--- config.mk ---
export PLATFORM = sky130hd
export DESIGN_NAME = trig_conditioner
export DESIGN_NICKNAME = d
export VERILOG_FILES = /design/src/rtl/trig_conditioner.sv
export SDC_FILE = /design/constraint.sdc
export NUM_CORES = 1
export LEC_CHECK = 0
export ABC_CLOCK_PERIOD_IN_PS = 3900
export BUFFER_PORTS_ARGS = -buffer_cell sky130_fd_sc_hd__buf_4
export CAP_MARGIN = 30
export CORE_MARGIN = 5
export CORE_UTILIZATION = 50
export CTS_BUF_LIST = sky130_fd_sc_hd__clkbuf_16
export CTS_CLUSTER_SIZE = 28
export DETAILED_ROUTE_END_ITERATION = 10
export GPL_ROUTABILITY_DRIVEN = 1
export PLACE_DENSITY = 0.7
export SLEW_MARGIN = 0
export SYNTH_ARGS = -nofsm -noshare
export SYNTH_HDL_FRONTEND = slang
export SYNTH_SLANG_ARGS = --single-unit
--- constraint.sdc ---
create_clock -name sys_clk_i -period 3.9 [get_ports sys_clk_i]
set_clock_uncertainty 0.15 [all_clocks]
set_input_delay 0.585 -clock sys_clk_i [delete_from_list [all_inputs] [get_ports sys_clk_i]]
set_output_delay 0.585 -clock sys_clk_i [all_outputs]
set_load 0.005 [all_outputs]
--- src/rtl/trig_conditioner.sv ---
// External trigger conditioner: synchronizes and deglitches an active-low trigger,
// gates it through an enable/holdoff state machine and measures inter-trigger period.
module trig_conditioner #(
  parameter int FILTER_LEN     = 4,
  parameter int HOLDOFF_CYCLES = 500000,
  parameter int CNT_W          = 32
) (
  input  logic             sys_clk_i,
  input  logic             sys_rst_b_i,
  input  logic             ext_trig_b_i,
  input  logic             trig_en_i,
  output logic             trig_b_o,
  output logic             trig_pulse_o,
  output logic [CNT_W-1:0] period_o,
  output logic             period_valid_o,
  output logic [15:0]      reject_cnt_o
);

  localparam int              HO_W     = (HOLDOFF_CYCLES > 1) ? $clog2(HOLDOFF_CYCLES) : 1;
  localparam logic [HO_W-1:0] HO_LOAD  = HO_W'(HOLDOFF_CYCLES - 1);
  localparam logic [7:0]      RUN_LAST = 8'(FILTER_LEN - 1);

  typedef enum logic [1:0] {
    IDLE,
    WAIT_HIGH,
    ARMED,
    HOLDOFF
  } state_t;

  state_t           state;
  state_t           state_next;
  logic             sync_p0;
  logic             sync_p1;
  logic [7:0]       run_p2;
  logic             trig_b_prev;
  logic             fall;
  logic             accept;
  logic [HO_W-1:0]  ho_cnt;
  logic [CNT_W-1:0] period_cnt;
  logic             first_seen;

  // Stage p0/p1: two-flop synchronizer, idles at the inactive (high) level
  always_ff @(posedge sys_clk_i) begin
    if (!sys_rst_b_i) begin
      sync_p0 <= 1'b1;
      sync_p1 <= 1'b1;
    end else begin
      sync_p0 <= ext_trig_b_i;
      sync_p1 <= sync_p0;
    end
  end

  // Stage p2: level changes only after FILTER_LEN consecutive disagreeing samples
  always_ff @(posedge sys_clk_i) begin
    if (!sys_rst_b_i) begin
      run_p2      <= '0;
      trig_b_o    <= 1'b1;
      trig_b_prev <= 1'b1;
    end else begin
      trig_b_prev <= trig_b_o;
      if (sync_p1 != trig_b_o) begin
        if (run_p2 == RUN_LAST) begin
          trig_b_o <= sync_p1;
          run_p2   <= '0;
        end else begin
          run_p2 <= run_p2 + 8'd1;
        end
      end else begin
        run_p2 <= '0;
      end
    end
  end

  assign fall   = trig_b_prev & ~trig_b_o;
  assign accept = (state == ARMED) && fall && trig_en_i;

  // Stage p3: acceptance state machine
  always_comb begin
    state_next = state;
    case (state)
      IDLE:      state_next = WAIT_HIGH;
      WAIT_HIGH: if (trig_b_o) state_next = ARMED;
      ARMED:     if (fall) state_next = HOLDOFF;
      HOLDOFF:   if (ho_cnt == '0) state_next = WAIT_HIGH;
      default:   state_next = IDLE;
    endcase
    if (!trig_en_i) state_next = IDLE;
  end

  always_ff @(posedge sys_clk_i) begin
    if (!sys_rst_b_i) begin
      state  <= IDLE;
      ho_cnt <= '0;
    end else begin
      state <= state_next;
      if (accept) begin
        ho_cnt <= HO_LOAD;
      end else if ((state == HOLDOFF) && (ho_cnt != '0)) begin
        ho_cnt <= ho_cnt - HO_W'(1);
      end
    end
  end

  // Stage p4: period measurement, strobes and reject counter
  always_ff @(posedge sys_clk_i) begin
    if (!sys_rst_b_i) begin
      period_cnt     <= '0;
      first_seen     <= 1'b0;
      period_o       <= '0;
      period_valid_o <= 1'b0;
      trig_pulse_o   <= 1'b0;
      reject_cnt_o   <= '0;
    end else begin
      trig_pulse_o   <= accept;
      period_valid_o <= accept && first_seen;
      if (accept && first_seen) begin
        period_o <= period_cnt;
      end
      if (state == IDLE) begin
        period_cnt <= '0;
        first_seen <= 1'b0;
      end else if (accept) begin
        period_cnt <= CNT_W'(1);
        first_seen <= 1'b1;
      end else if (period_cnt != '1) begin
        period_cnt <= period_cnt + CNT_W'(1);
      end
      if ((state == HOLDOFF) && fall && (reject_cnt_o != 16'hFFFF)) begin
        reject_cnt_o <= reject_cnt_o + 16'd1;
      end
    end
  end

endmodule
==> reports/results.md <==
| Result | This run |
| --- | --- |
| Final design area excluding fillers | 6310 sq um |
| Synth unique cells | 51 |
| Via density | 5.57 |
| Global Route Usage Sum | 0.194 |
| Flip-flop cell with the highest count after synthesis | sky130_fd_sc_hd__dfxtp_1 |
| Syn Nets | 621 |
| Initial antenna violation count | 0 |
| Post-Synthesis Cell Area | 5140 sq um |
| Maximum vdd drop | 284 uV |
| Critical Path AT | 2770 ps |
| NetSw | 0.578 mW |
| Beginning of the worst hold path | ext_trig_b_i |
| Register area share after synthesis | 0.452 |
| Avg Inst Size Synth | 8.46 sq um |
| Fmax | 0.386 GHz |
| Clock-pin slew reported for the worst setup and hold paths after clock tree synthesis | 60 ps |
| Post-CTS Setup Repair Bufs | 0 |
| Most common cell after layout, fill and taps aside | sky130_fd_sc_hd__dfxtp_1 |
| Final net count | 676 |
| Top cells by area, synth | sky130_fd_sc_hd__dfxtp_1 45%, sky130_fd_sc_hd__nand2_1 7.0%, sky130_fd_sc_hd__a21oi_1 6.2%, sky130_fd_sc_hd__xnor2_1 4.8%, sky130_fd_sc_hd__nor2_1 3.7% |
| Power density relative to cell area | 460 nW/um^2 |
| Fill cell total of the finished layout | 874 |
| Die footprint | 12,400 sq um |
| Largest net degree at the start of global routing | 35 |
| Number of antenna-violating nets in the routed design | 0 |
| Clk pwr share | 0.575 |
| Final setup violating endpoints | 0 |
| Sequential Power Share | 0.411 |
| Critical Path Max Stage Delay | 660 ps |
| Total internal power | 2.32 mW |
| Yosys warns | 0 |
| Library cell with the largest summed area after synthesis | sky130_fd_sc_hd__dfxtp_1 |
| Unrepaired setup endpoints after global routing | false |
| Cell count after synthesis | 608 |
| Via count | 4,523 |
| Initial core utilization | 0.505 |
| Worst Tran Pin Value | 821 ps |
| Residual overflow from global routing | 0 |
| CTS H-tree depth | 4 |
| Accumulated negative setup slack | 0 ps |
| Clock Tree Root | sky130_fd_sc_hd__clkbuf_16 |
| Largest delay contributor family on the critical path | simple AND/OR/NAND/NOR gates |
| Avg WL per Cell | 14.4 um |
| Post-route clock period utilization | 0.665 |
| Number of I/O pins | 55 |
| Violation count after the first detailed-route iteration | 180 |
| Number of synthesized register bits | 116 |
| CP endpoint kind | register |
| Area Growth Syn to Fin | 22.7% |
| Static leakage | 2.23 nW |
| Site row count | 37 |
| Count of buffers from port buffering | 54 |
| Max_slew headroom | 0.448 |
| Worst setup SP type | register |
| Buffer depth of the longest clock path | 2 |
| Placement Cell Area | 5670 sq um |
| Gpl congestion | 0.807 |
| Switching share of power | 0.199 |
| Dpl hpwl | 8070 um |
| Floorplan die width | 111 um |
| Register-to-register path setup slack | 1310 ps |
| Drt total wl | 11,700 um |
| Post-synth EDFFs | 0 |
| Share of synthesized registers carrying an async set or reset | 0 |
| DRC errors left | 0 |
| Worst path bufs/invs | 1 |
| Cell-by-cell listing of the critical path | nor2b_1 -> nand3_1 -> nor2_2 -> buf_4 -> nand2_1 -> a21oi_1 |
| Shortest period the worst path allows | 2590 ps |
| Max capacitance violation total | 0 |
| Fraction of layout cells with a size suffix above 1 | 0.158 |
| Outcome | finished clean |
| Die span in y | 111 um |
| Worst hold-check path type | input pin to register |
| Top-area cell type share of the netlist area | 0.452 |
| Worst path slowest cell | sky130_fd_sc_hd__nor2_2 |
| Final hold viol count | 0 |
| Top fanout value on the critical path | 17 |
| Hold-fix buffers, CTS | 0 |
| First-pass GRT wire length | 20,100 um |
| Portion of total power attributed to combinational logic | 0.014 |
| FF-to-FF Start | trig_b_prev$_SDFF_PN1_ |
| Antenna cell count | 0 |
| Required @ worst endpoint | 4080 ps |
| Floorplan Core Area | 10,200 sq um |
| Via count of the first global-routing pass | 4,430 |
| Type of the worst setup path | register to register |
| Cts bufs inserted | 17 |
| Count of cells resized by post-cts repair | 0 |
| Launch point of the critical path | trig_b_prev$_SDFF_PN1_ |
| Num Clock Sinks | 116 |
| Clock network latency to the later pin of the worst-skew pair | 410 ps |
| Iteration count of the initial detailed-routing pass | 4 |
| Highest-count cells in the layout ignoring fill and taps | 116 x sky130_fd_sc_hd__dfxtp_1, 96 x sky130_fd_sc_hd__nand2_1, 64 x sky130_fd_sc_hd__a21oi_1 |
| CTS tree | done |
| Pins over their slew limit | 0 |
-- stage by stage --
stage / instances / power [mW] / utilization / setup WS (ps) / hold WS (ps)
2_1_floorplan: 608 / 1.24 / - / 1830 / 236
3_3_place_gp: 779 / 1.26 / 0.555 / 1360 / 247
3_5_place_dp: 780 / 1.26 / 0.557 / 1340 / 245
4_1_cts: 812 / 2.93 / 0.619 / 1320 / 203
5_1_grt: 812 / 3.00 / 0.619 / 1100 / 200
6_report: 812 / 2.90 / 0.619 / 1310 / 209
-- flip-flops by register name, indices dropped and copies added, names as in the netlist --
register and cells:
period_o 32, sync_p1 1, trig_b_prev 1, sync_p0 1
run_p2 8, period_valid_o 1, state 2, trig_b_o 1
ho_cnt 19, period_cnt 32, reject_cnt_o 16, trig_pulse_o 1
first_seen 1
-- synthesized netlist by cell type, drive strengths merged, types with 2 or more instances --
master / number
dfxtp: 116
nand2: 96
a21oi: 64
nor2: 50
nand3: 29
xnor2: 28
o21ai: 21
or3: 20
clkbuf: 18
nor3: 17
nand4: 15
nor4: 15
xor2: 15
inv: 10
or4: 10
ha: 9
and4: 7
o211ai: 7
and3: 6
mux2i: 6
nand2b: 6
o31ai: 6
buf: 5
nor4b: 5
a31oi: 3
and2: 3
a21o: 2
a31o: 2
o21a: 2
o31a: 2
or2: 2
-- layer usage --
layer | track usage | wire length, um | part of all wire
met1 | 0.223 | 5090 | 0.44
met4 | 0.0860 | 211 | 0.018
met5 | 0 | 0 | 0
met2 | 0.343 | 5960 | 0.51
met3 | 0.0462 | 426 | 0.036
-- final cells by class --
| type | count | area (sq um) | area share |
|---|---|---|---|
| clock buffer | 17 | 425 | 0.0674 |
| clock inverter | 15 | 213 | 0.0337 |
| tap | 136 | 170 | 0.0270 |
| sequential | 116 | 2320 | 0.368 |
| timing repair buffer | 59 | 450 | 0.0714 |
| inverter | 10 | 37.5 | 0.00595 |
| multi-input combinational | 459 | 2690 | 0.426 |
-- power groups by stage --
stage / Clock, mW / Combinational (mW) / Sequential (mW)
after floorplan: 0 / 0.0279 / 1.22
after global placement: 0 / 0.0388 / 1.22
after detailed placement: 0 / 0.0399 / 1.22
after CTS: 1.70 / 0.0402 / 1.19
after global routing: 1.76 / 0.0449 / 1.19
final: 1.67 / 0.0398 / 1.19
-- cell families after synthesis --
family / after synthesis / share of synthesized area
buf+inv: 33 / 0.0256
mux: 7 / 0.0139
simple gates: 286 / 0.288
compound gates: 114 / 0.126
flops: 116 / 0.452
xor+xnor: 43 / 0.0733
fa+ha+maj: 9 / 0.0219
-- path summary, 6_finish.rpt --
path | depth (start not counted) | end
setup reg to reg | 6 | period_o[29]$_SDFFE_PN0P_
setup / recovery | 6 | period_o[29]$_SDFFE_PN0P_
hold / removal | 2 | sync_p0$_SDFF_PN1_
hold reg to reg | 1 | sync_p1$_SDFF_PN1_
Power figures use the tool's default switching activity.
